**config.mk**
```make
export PLATFORM = sky130hd
export DESIGN_NAME = decoder_nx2n_seq
export DESIGN_NICKNAME = d
export VERILOG_FILES = /design/src/rtl/decoder_nx2n_seq_pkg.sv /design/src/rtl/decoder_nx2n_seq_dwell_timer.sv /design/src/rtl/decoder_nx2n_seq.sv
export SDC_FILE = /design/constraint.sdc
export NUM_CORES = 1
export LEC_CHECK = 0
export BUFFER_PORTS_ARGS = -buffer_cell sky130_fd_sc_hd__buf_2
export CAP_MARGIN = 30
export CORE_ASPECT_RATIO = 0.7
export CORE_MARGIN = 5
export CORE_UTILIZATION = 35
export DETAILED_ROUTE_END_ITERATION = 8
export GPL_TIMING_DRIVEN = 0
export MAX_ROUTING_LAYER = met4
export PLACE_DENSITY = 0.6
export SLEW_MARGIN = 25
export SYNTH_ARGS = -nofsm -noshare
export SYNTH_HDL_FRONTEND = slang
export SYNTH_SLANG_ARGS = --single-unit
```
**constraint.sdc**
```tcl
create_clock -name clk -period 3.2 [get_ports clk]
set_clock_uncertainty 0.15 [all_clocks]
set_input_delay 0.64 -clock clk [delete_from_list [all_inputs] [get_ports clk]]
set_output_delay 0.64 -clock clk [all_outputs]
set_load 0.03 [all_outputs]
```
**src/rtl/decoder_nx2n_seq_pkg.sv**
```systemverilog
// Shared types and helpers for the sequenced N-to-2^N one-hot decoder.
// Select widths up to MAX_SEL_W are supported by the one-hot helper.
package decoder_pkg;

    localparam int MAX_SEL_W = 8;
    localparam int MAX_OUT_W = 2 ** MAX_SEL_W;

    typedef enum logic [1:0] {
        MODE_DIRECT    = 2'b00,
        MODE_SCAN_UP   = 2'b01,
        MODE_SCAN_DOWN = 2'b10,
        MODE_ONESHOT   = 2'b11
    } mode_t;

    typedef enum logic [1:0] {
        IDLE,
        DIRECT,
        SCAN,
        PULSE
    } state_t;

    // Callers narrow the result to their own output width with a size cast.
    function automatic logic [MAX_OUT_W-1:0] onehot(input logic [MAX_SEL_W-1:0] idx);
        logic [MAX_OUT_W-1:0] vec;
        vec      = '0;
        vec[idx] = 1'b1;
        return vec;
    endfunction

    function automatic state_t state_for_mode(input mode_t m);
        state_t s;
        unique case (m)
            MODE_DIRECT:    s = DIRECT;
            MODE_SCAN_UP:   s = SCAN;
            MODE_SCAN_DOWN: s = SCAN;
            MODE_ONESHOT:   s = IDLE;
        endcase
        return s;
    endfunction

endpackage

```
**src/rtl/decoder_nx2n_seq_dwell_timer.sv**
```systemverilog
// Loadable down-counter shared by the scan dwell and the one-shot strobe.
// Load has priority over decrement; the count saturates at zero.
module dwell_timer
    import decoder_pkg::*;
#(
    parameter int WIDTH = 8
) (
    input  logic             clk,
    input  logic             rst,
    input  logic             load,
    input  logic             dec,
    input  logic [WIDTH-1:0] load_val,
    output logic [WIDTH-1:0] value,
    output logic             zero
);

    logic [WIDTH-1:0] count_q;
    logic [WIDTH-1:0] count_d;

    always_comb begin
        count_d = count_q;
        if (load) begin
            count_d = load_val;
        end else if (dec && (count_q != '0)) begin
            count_d = count_q - WIDTH'(1);
        end
    end

    always_ff @(posedge clk) begin
        if (rst) begin
            count_q <= '0;
        end else begin
            count_q <= count_d;
        end
    end

    assign value = count_q;
    assign zero  = (count_q == '0);

endmodule

```
**src/rtl/decoder_nx2n_seq.sv**
```systemverilog
// Registered N-to-2^N one-hot decoder with direct decode, up/down auto-scan
// and a timed one-shot strobe. y is always zero or onehot(idx).
module decoder_nx2n_seq
    import decoder_pkg::*;
#(
    parameter int SEL_W   = 3,
    parameter int DWELL_W = 8
) (
    input  logic                  clk,
    input  logic                  rst,
    input  logic                  en,
    input  logic [1:0]            mode,
    input  logic [SEL_W-1:0]      sel,
    input  logic [DWELL_W-1:0]    dwell,
    input  logic                  start,
    output logic [(2**SEL_W)-1:0] y,
    output logic [SEL_W-1:0]      idx,
    output logic                  busy,
    output logic                  wrap
);

    localparam int OUT_W = 2 ** SEL_W;

    mode_t              mode_in;
    state_t             state_q, state_d;
    logic [SEL_W-1:0]   idx_q, idx_d;
    logic [OUT_W-1:0]   y_q, y_d;
    logic               busy_q, busy_d;
    logic               wrap_q, wrap_d;
    logic               y_on;

    logic               tmr_load;
    logic               tmr_dec;
    logic [DWELL_W-1:0] tmr_value;
    logic               tmr_zero;
    logic               pulse_done;

    assign mode_in    = mode_t'(mode);
    assign pulse_done = (tmr_value == '0);

    dwell_timer #(
        .WIDTH (DWELL_W)
    ) u_timer (
        .clk      (clk),
        .rst      (rst),
        .load     (tmr_load),
        .dec      (tmr_dec),
        .load_val (dwell),
        .value    (tmr_value),
        .zero     (tmr_zero)
    );

    // Next-state logic: decides the next index and whether y lights it.
    always_comb begin
        state_d  = state_q;
        idx_d    = idx_q;
        y_on     = 1'b0;
        busy_d   = 1'b0;
        wrap_d   = 1'b0;
        tmr_load = 1'b0;
        tmr_dec  = 1'b0;

        if (state_q == PULSE) begin
            if (en && (mode_in == MODE_ONESHOT)) begin
                if (pulse_done) begin
                    state_d = IDLE;
                end else begin
                    tmr_dec = 1'b1;
                    y_on    = 1'b1;
                    busy_d  = 1'b1;
                end
            end else begin
                state_d = state_for_mode(mode_in);
            end
        end else begin
            state_d = state_for_mode(mode_in);
            unique case (mode_in)
                MODE_DIRECT: begin
                    if (en) begin
                        idx_d = sel;
                        y_on  = 1'b1;
                    end
                end
                MODE_SCAN_UP, MODE_SCAN_DOWN: begin
                    if (state_q != SCAN) begin
                        tmr_load = 1'b1;
                        y_on     = en;
                    end else if (en) begin
                        y_on = 1'b1;
                        if (tmr_zero) begin
                            // Direction is read at the step, so an UP/DOWN swap needs no reload.
                            tmr_load = 1'b1;
                            if (mode_in == MODE_SCAN_UP) begin
                                idx_d  = idx_q + SEL_W'(1);
                                wrap_d = (idx_q == '1);
                            end else begin
                                idx_d  = idx_q - SEL_W'(1);
                                wrap_d = (idx_q == '0);
                            end
                        end else begin
                            tmr_dec = 1'b1;
                        end
                    end
                end
                MODE_ONESHOT: begin
                    if ((state_q == IDLE) && en && start) begin
                        state_d  = PULSE;
                        idx_d    = sel;
                        y_on     = 1'b1;
                        busy_d   = 1'b1;
                        tmr_load = 1'b1;
                    end
                end
            endcase
        end
    end

    // y is derived only from the next index, which rules out multi-hot output.
    always_comb begin
        y_d = '0;
        if (y_on) begin
            y_d = OUT_W'(onehot(MAX_SEL_W'(idx_d)));
        end
    end

    always_ff @(posedge clk) begin
        if (rst) begin
            state_q <= IDLE;
            idx_q   <= '0;
            y_q     <= '0;
            busy_q  <= 1'b0;
            wrap_q  <= 1'b0;
        end else begin
            state_q <= state_d;
            idx_q   <= idx_d;
            y_q     <= y_d;
            busy_q  <= busy_d;
            wrap_q  <= wrap_d;
        end
    end

    assign y    = y_q;
    assign idx  = idx_q;
    assign busy = busy_q;
    assign wrap = wrap_q;

endmodule

```
# Yosys cells after proc, flatten, opt, wreduce, memory -nomap -nowiden
# Cells that the tools add are included.
[totals]
output_inout_bits = 13
in_bits = 17
wordCells = 73
regBits = 23
[op_classes]
bitwise = 4
add_sub_neg = 3
n_eq_ne = 7
muxes = 37
magnitude_cmp = 2
n_reduce_logical = 14
[ops]
columns = ["cell", "n"]
rows = [
  ["3-bit 2-to-1 mux", 7],
  ["1-bit 2-to-1 mux", 18],
  ["8-bit 2-to-1 mux", 2],
  ["2-bit 2-to-1 mux", 5],
  ["3-bit by 9-bit less-than comparator with 1-bit output (second input constant)", 1],
  ["3-bit one-hot mux with 3 select lines", 1],
  ["8-bit logical NOT", 1],
  ["8-bit nonzero test", 1],
  ["8-bit by 1-bit subtractor with 8-bit output (second input constant)", 1],
  ["2-bit equality test (second input constant)", 3],
  ["2-bit one-hot mux with 3 select lines", 1],
  ["6-bit OR reduction", 1],
  ["1-bit logical AND", 5],
  ["2-bit logical NOT", 2],
  ["1-bit inverter", 4],
  ["2-bit OR reduction", 2],
  ["3-bit by 1-bit adder with 3-bit output (second input constant)", 1],
  ["1-bit demux with 3-bit select", 1],
  ["3-bit equality test (second input constant)", 1],
  ["3-bit by 1-bit >= comparator with 1-bit output (second input constant)", 1],
  ["3-bit logical NOT", 1],
  ["3-bit inequality test (second input constant)", 1],
  ["1-bit one-hot mux with 3 select lines", 1],
  ["3-bit by 1-bit subtractor with 3-bit output (second input constant)", 1],
  ["other kinds (4)", 4],
]

# Longest topological paths before layout
[depth]
depth_word = 11
mapped_depth = 8
ltp_nobuf = 8

# Cells and area by module
# From an unflattened synthesis, not the netlist that was laid out.
[hier_totals]
cells_unflattened = 158
hier_area_um2 = 1461.4
[modules_own_cells]
columns = ["mod", "instances", "seq_area_each_um2", "cells_per_inst", "area_each_um2"]
rows = [
  ["decoder_nx2n_seq", 1, 300.3, 99, 945.9],
  ["dwell_timer", 1, 160.2, 59, 515.5],
]

# Worst setup path before layout
# No wires, ideal clock.
[synth_path]
kind = "input to register"
startpoint = "input port mode[1]"
endpoint = "register y_q[0], in the netlist y[0]"
setup_time_ns = 0.116
required_time_ns = 2.934
path_buffers = 0
stages = 8
arrival_ns = 2.252
setup_slack_ns = 0.682
cell_sequence = "inv_1 ha_1 fa_1 xnor2_1 nor4_2 mux2i_1 o221ai_4 and3b_1"
[synth_between]
elab_chain_len = 11
elab_cells_between_ends = 22
classes_between = "2 x order compare; 3 x eq/ne; 11 x mux; 1 x bitwise; 5 x reduce/logical"
[synth_rtl]
columns = ["item", "line_no", "text"]
rows = [
  ["from (decl)", "decoder_nx2n_seq.sv:12", "input logic [1:0] mode,"],
  ["2-bit by 1-bit equality test with 1-bit output", "decoder_nx2n_seq.sv:77, decoder_nx2n_seq.sv:93", ""],
  ["3-bit 2-to-1 mux", "decoder_nx2n_seq.sv:93", "if (mode_in == MODE_SCAN_UP) begin"],
  ["3-bit 2-to-1 mux", "decoder_nx2n_seq.sv:90", "if (tmr_zero) begin"],
  ["3-bit 2-to-1 mux", "decoder_nx2n_seq.sv:88", "end else if (en) begin"],
  ["3-bit 2-to-1 mux", "decoder_nx2n_seq.sv:85", "if (state_q != SCAN) begin"],
  ["3-bit one-hot mux with 3 select lines", "decoder_nx2n_seq.sv:77", "unique case (mode_in)"],
  ["3-bit 2-to-1 mux", "decoder_nx2n_seq.sv:63", "if (state_q == PULSE) begin"],
  ["3-bit by 9-bit less-than comparator with 1-bit output (not written as such) or 3-bit by 1-bit >= comparator with 1-bit output (tied branches)", "decoder_nx2n_seq_pkg.sv:26", "vec[idx] = 1'b1;"],
  ["1-bit logical AND (not written as such)", "decoder_nx2n_seq_pkg.sv:26", ""],
  ["1-bit 2-to-1 mux (not written as such)", "decoder_nx2n_seq_pkg.sv:26", ""],
  ["1-bit demux with 3-bit select", "decoder_nx2n_seq_pkg.sv:26", ""],
  ["to (signal assigned)", "decoder_nx2n_seq.sv:136", "y_q <= y_d;"],
  ["to (decl)", "decoder_nx2n_seq.sv:27", "logic [OUT_W-1:0] y_q, y_d;"],
]
# Parallel ways exist; a longest one is shown, timed or not.
# A chain may end at the register's enable or synchronous reset.

# Worst setup path in the final report
[layout_path]
startpoint = "input port mode[0]"
endpoint = "register u_timer.count_q[0], in the netlist u_timer.value[0]"
[layout_between]
elab_chain_len = 6
elab_cells_between_ends = 13
classes_between = "3 x eq/ne; 6 x mux; 4 x reduce/logical"
[layout_rtl]
columns = ["item", "line_no", "text"]
rows = [
  ["2-bit by 1-bit equality test with 1-bit output (tied with other cells)", "decoder_nx2n_seq.sv:77", ""],
  ["2-bit OR reduction (no source line) or 1-bit logical AND (tied branches)", "-", ""],
  ["1-bit 2-to-1 mux (on tied branches)", "decoder_nx2n_seq.sv:77, decoder_nx2n_seq.sv:64", ""],
  ["1-bit 2-to-1 mux", "decoder_nx2n_seq.sv:63", ""],
  ["1-bit logical AND", "decoder_nx2n_seq_dwell_timer.sv:24", "end else if (dec && (count_q != '0)) begin"],
  ["2-bit nonzero test (no source line)", "-", ""],
  ["to (signal assigned)", "decoder_nx2n_seq_dwell_timer.sv:33", "count_q <= count_d;"],
  ["to (decl)", "decoder_nx2n_seq_dwell_timer.sv:17", "logic [WIDTH-1:0] count_q;"],
]
# Parallel ways exist; a longest one is shown, timed or not.

==> reports/metrics.cfg <==
[yosys]
synthAdderAreaFrac_pct=5.65
synth-xor-area-share_pct=3.00
ys_warn_count=0
synth_nets=189
ys_seq_area_share_pct=31.5
synth_mux_area_share_pct=4.20
synthArstFlopShare_pct=0
synth_top_family_by_area=simple AND/OR/NAND/NOR gates
synth.distinct_cells=53
synthFlopType=dfxtp_1
synthCells=166
yosys.area_share.simple_pct=29.7
synth-compound-area-share_pct=20.9
syn_area_per_cell_um2=8.80
synth_area_um2=1460
synth-seq-cells=23
synth_edf_count=0

[clocking]
cts_hold_buf=0
cts_made_buffers=3
cts.clk_slew.worst_paths_ps=90
htree_levels=1
cts_sinks=23
clockRootBuffer=clkbuf_8
cts.path.max_buffers=2
cts_setup_buffers=0
cts_tree=built
cts_resized=0
clk_latency_ps=270

[worst_setup_path]
reg2reg_depth=7
worstSetupStartpoint=mode[0]
r2r-end=y[1]$_SDFF_PP0_
crit_path_max_fanout=10
path_class=in -> reg
crit_end=u_timer.value[0]$_SDFFE_PP0P_
r2r_slack_ps=700
setup.worst_path.start_class=input port
cp.arrival_ps=2640
cp.required_ps=3240
worstReg2RegStart=u_timer.value[0]$_SDFFE_PP0P_
end_kind=flip-flop

[sta]
setup_tns_ps=0
setup_viol=0
min_period_over_period_pct=81.3
tightest_slew_ps=571
slew_violations=0
holdWs_ps=404
max_slew_margin_pct=61.0
rsz0062_at_grt=no
fin_crit_ps=2600
finalHoldViolCount=0
fmaxAchievable_mhz=385

[detailed_routing]
num_vias=1352
drc=0
ant_nets=0
drtIter0Drc=105
drt-vias-per-instance=5.39
wire_per_inst_um=14.2
first_pass_iters=4
totalWireLength_um=3560

[floorplan]
core-area_um2=3970
fp-row-count=19
die-area_um2=5590
fp.dieW_um=87.2
io_pins=30
die_h_um=64.1
start_util_pct=36.8

[power]
p_per_area_nw_per_um2=471
p_int_uw=509
peakVddDrop_uv=168
pwr-share-comb_pct=33.9
power_frac_seq_pct=42.8
p_clk_share_pct=23.3
p_leak_uw=0.000679
sw_frac_of_total_pct=37.0
p_sw_uw=300

[place]
routabilityCongestion=0.845
dpl_cell_area_um2=1670
dp.final_hpwl_um=2750
portBuffers=29

[flow_run]
max-cap-violations=0

[global_route]
antenna_found_initial=0
grt-ovfl-total=0
grt_first_pass_wirelength_um=6120
grt_max_degree=14
grt_usage_pct=14.1
first_global_vias=1242

[finish]
multi_input_area_um2=927
finalNetCount=223
fillers=400
drive_above_1_share_pct=25.1
fin_util_pct=43.3
area_growth_pct=17.6
ff_latch_area_um2=460
final_area_um2=1720
antenna_cells=0

[hold_path]
worstHoldPathType=reg -> reg

[run_status]
status=finished, final reports clean

==> critical path, stage by stage <==
cell,delay (ps)
buf_2,110
inv_1,50
ha_1,400
inv_1,190
a22oi_1,90
o21ai_1,460
clkbuf_1,410
nor2_1,70
a211oi_1,210
==> synthesized netlist by cell type (2+ instances only) <==
master	n	area, um^2
nor2_1	16	60.1
nand3_1	3	15.0
nand4_1	3	18.8
a311oi_1	5	43.8
or4_1	2	15.0
o31ai_1	2	15.0
xor2_1	3	26.3
inv_2	2	7.51
dfxtp_1	23	460
nand3b_1	3	22.5
o21ai_1	4	20.0
a22oi_1	2	15.0
o21ai_0	2	10.0
buf_2	2	10.0
clkbuf_1	6	22.5
nor2b_1	3	18.8
nor3b_2	3	37.5
nand2_1	13	48.8
and3b_1	3	26.3
nor3_1	8	40.0
mux2i_1	5	50.1
a211oi_1	6	45.0
xnor2_1	2	17.5
a31oi_1	2	12.5
ha_1	5	62.6
inv_1	9	33.8
nor3b_1	3	22.5
==> area by class of cell <==
type / instances / area share (%)
multi-input cells: 124 / 54.0
flip-flops and latches: 23 / 26.8
repair buffers: 29 / 8.45
well taps: 52 / 3.79
clock buffers: 3 / 2.40
inverters: 11 / 2.40
plain buffers: 8 / 1.89
clock inverters: 1 / 0.291
==> flip-flops by register name, summed over array words and instances (netlist names) <==
register	cells
busy	1
idx	3
state_q	2
u_timer.value	8
wrap	1
y	8
==> metrics by stage <==
stage                     worst slack, ps  std cells  total power, uW
final                                 600        251              809
after detailed placement              297        247              624
after floorplan                       682        166              556
after CTS                             572        251              811
after global placement                251        247              625
after global routing                  343        251              863
==> worst min path at each step <==
stage | from | end | slack [ps] | cells past startpoint
after detailed placement | u_timer.value[2]$_SDFFE_PP0P_ | u_timer.value[2]$_SDFFE_PP0P_ | 390 | 2
final | u_timer.value[2]$_SDFFE_PP0P_ | u_timer.value[2]$_SDFFE_PP0P_ | 400 | 2
after global routing | u_timer.value[3]$_SDFFE_PP0P_ | u_timer.value[3]$_SDFFE_PP0P_ | 430 | 2
after floorplan | u_timer.value[2]$_SDFFE_PP0P_ | u_timer.value[2]$_SDFFE_PP0P_ | 350 | 2
after CTS | u_timer.value[2]$_SDFFE_PP0P_ | u_timer.value[2]$_SDFFE_PP0P_ | 400 | 2
after global placement | u_timer.value[3]$_SDFFE_PP0P_ | u_timer.value[3]$_SDFFE_PP0P_ | 400 | 2
==> layout by cell type (no fill, tap or decap), drive strengths merged, types with 5 or more instances in the layout <==
cell type  instances
nor3               8
o21ai              6
nor3b              6
inv               11
a311oi             5
buf               31
mux2i              5
nor2              16
nand2             13
a211oi             7
clkbuf             9
dfxtp             23
ha                 5
==> power by group through the flow <==
stage,clock network (uW),logic (uW),registers (uW)
2_1_floorplan,0,196,360
3_3_place_gp,0,273,353
3_5_place_dp,0,272,352
4_1_cts,192,274,345
5_1_grt,205,307,351
6_report,189,274,346
==> routing by layer <==
| metal | global-route usage [%] | vias up | wire length, um | part of all wire [%] |
|---|---|---|---|---|
| li1 | - | 689 | - | - |
| met5 | - | - | 0 | 0 |
| met4 | 3.64 | 0 | 37 | 1.0 |
| met2 | 19.2 | 36 | 1500 | 42 |
| met1 | 20.7 | 623 | 1840 | 52 |
| met3 | 3.34 | 4 | 180 | 5.1 |
==> kinds of logic (layout without fill, tap and decap cells) <==
logic type	Yosys count	in the layout
AO/OA/AOI/OAI	36	36
XOR/XNOR	5	5
adder cells (fa/ha/maj)	6	6
buffers and inverters	19	52
flip-flops	23	23
multiplexers	6	6
AND/OR/NAND/NOR	71	71
Note: power is estimated with default switching activity, not from simulation.
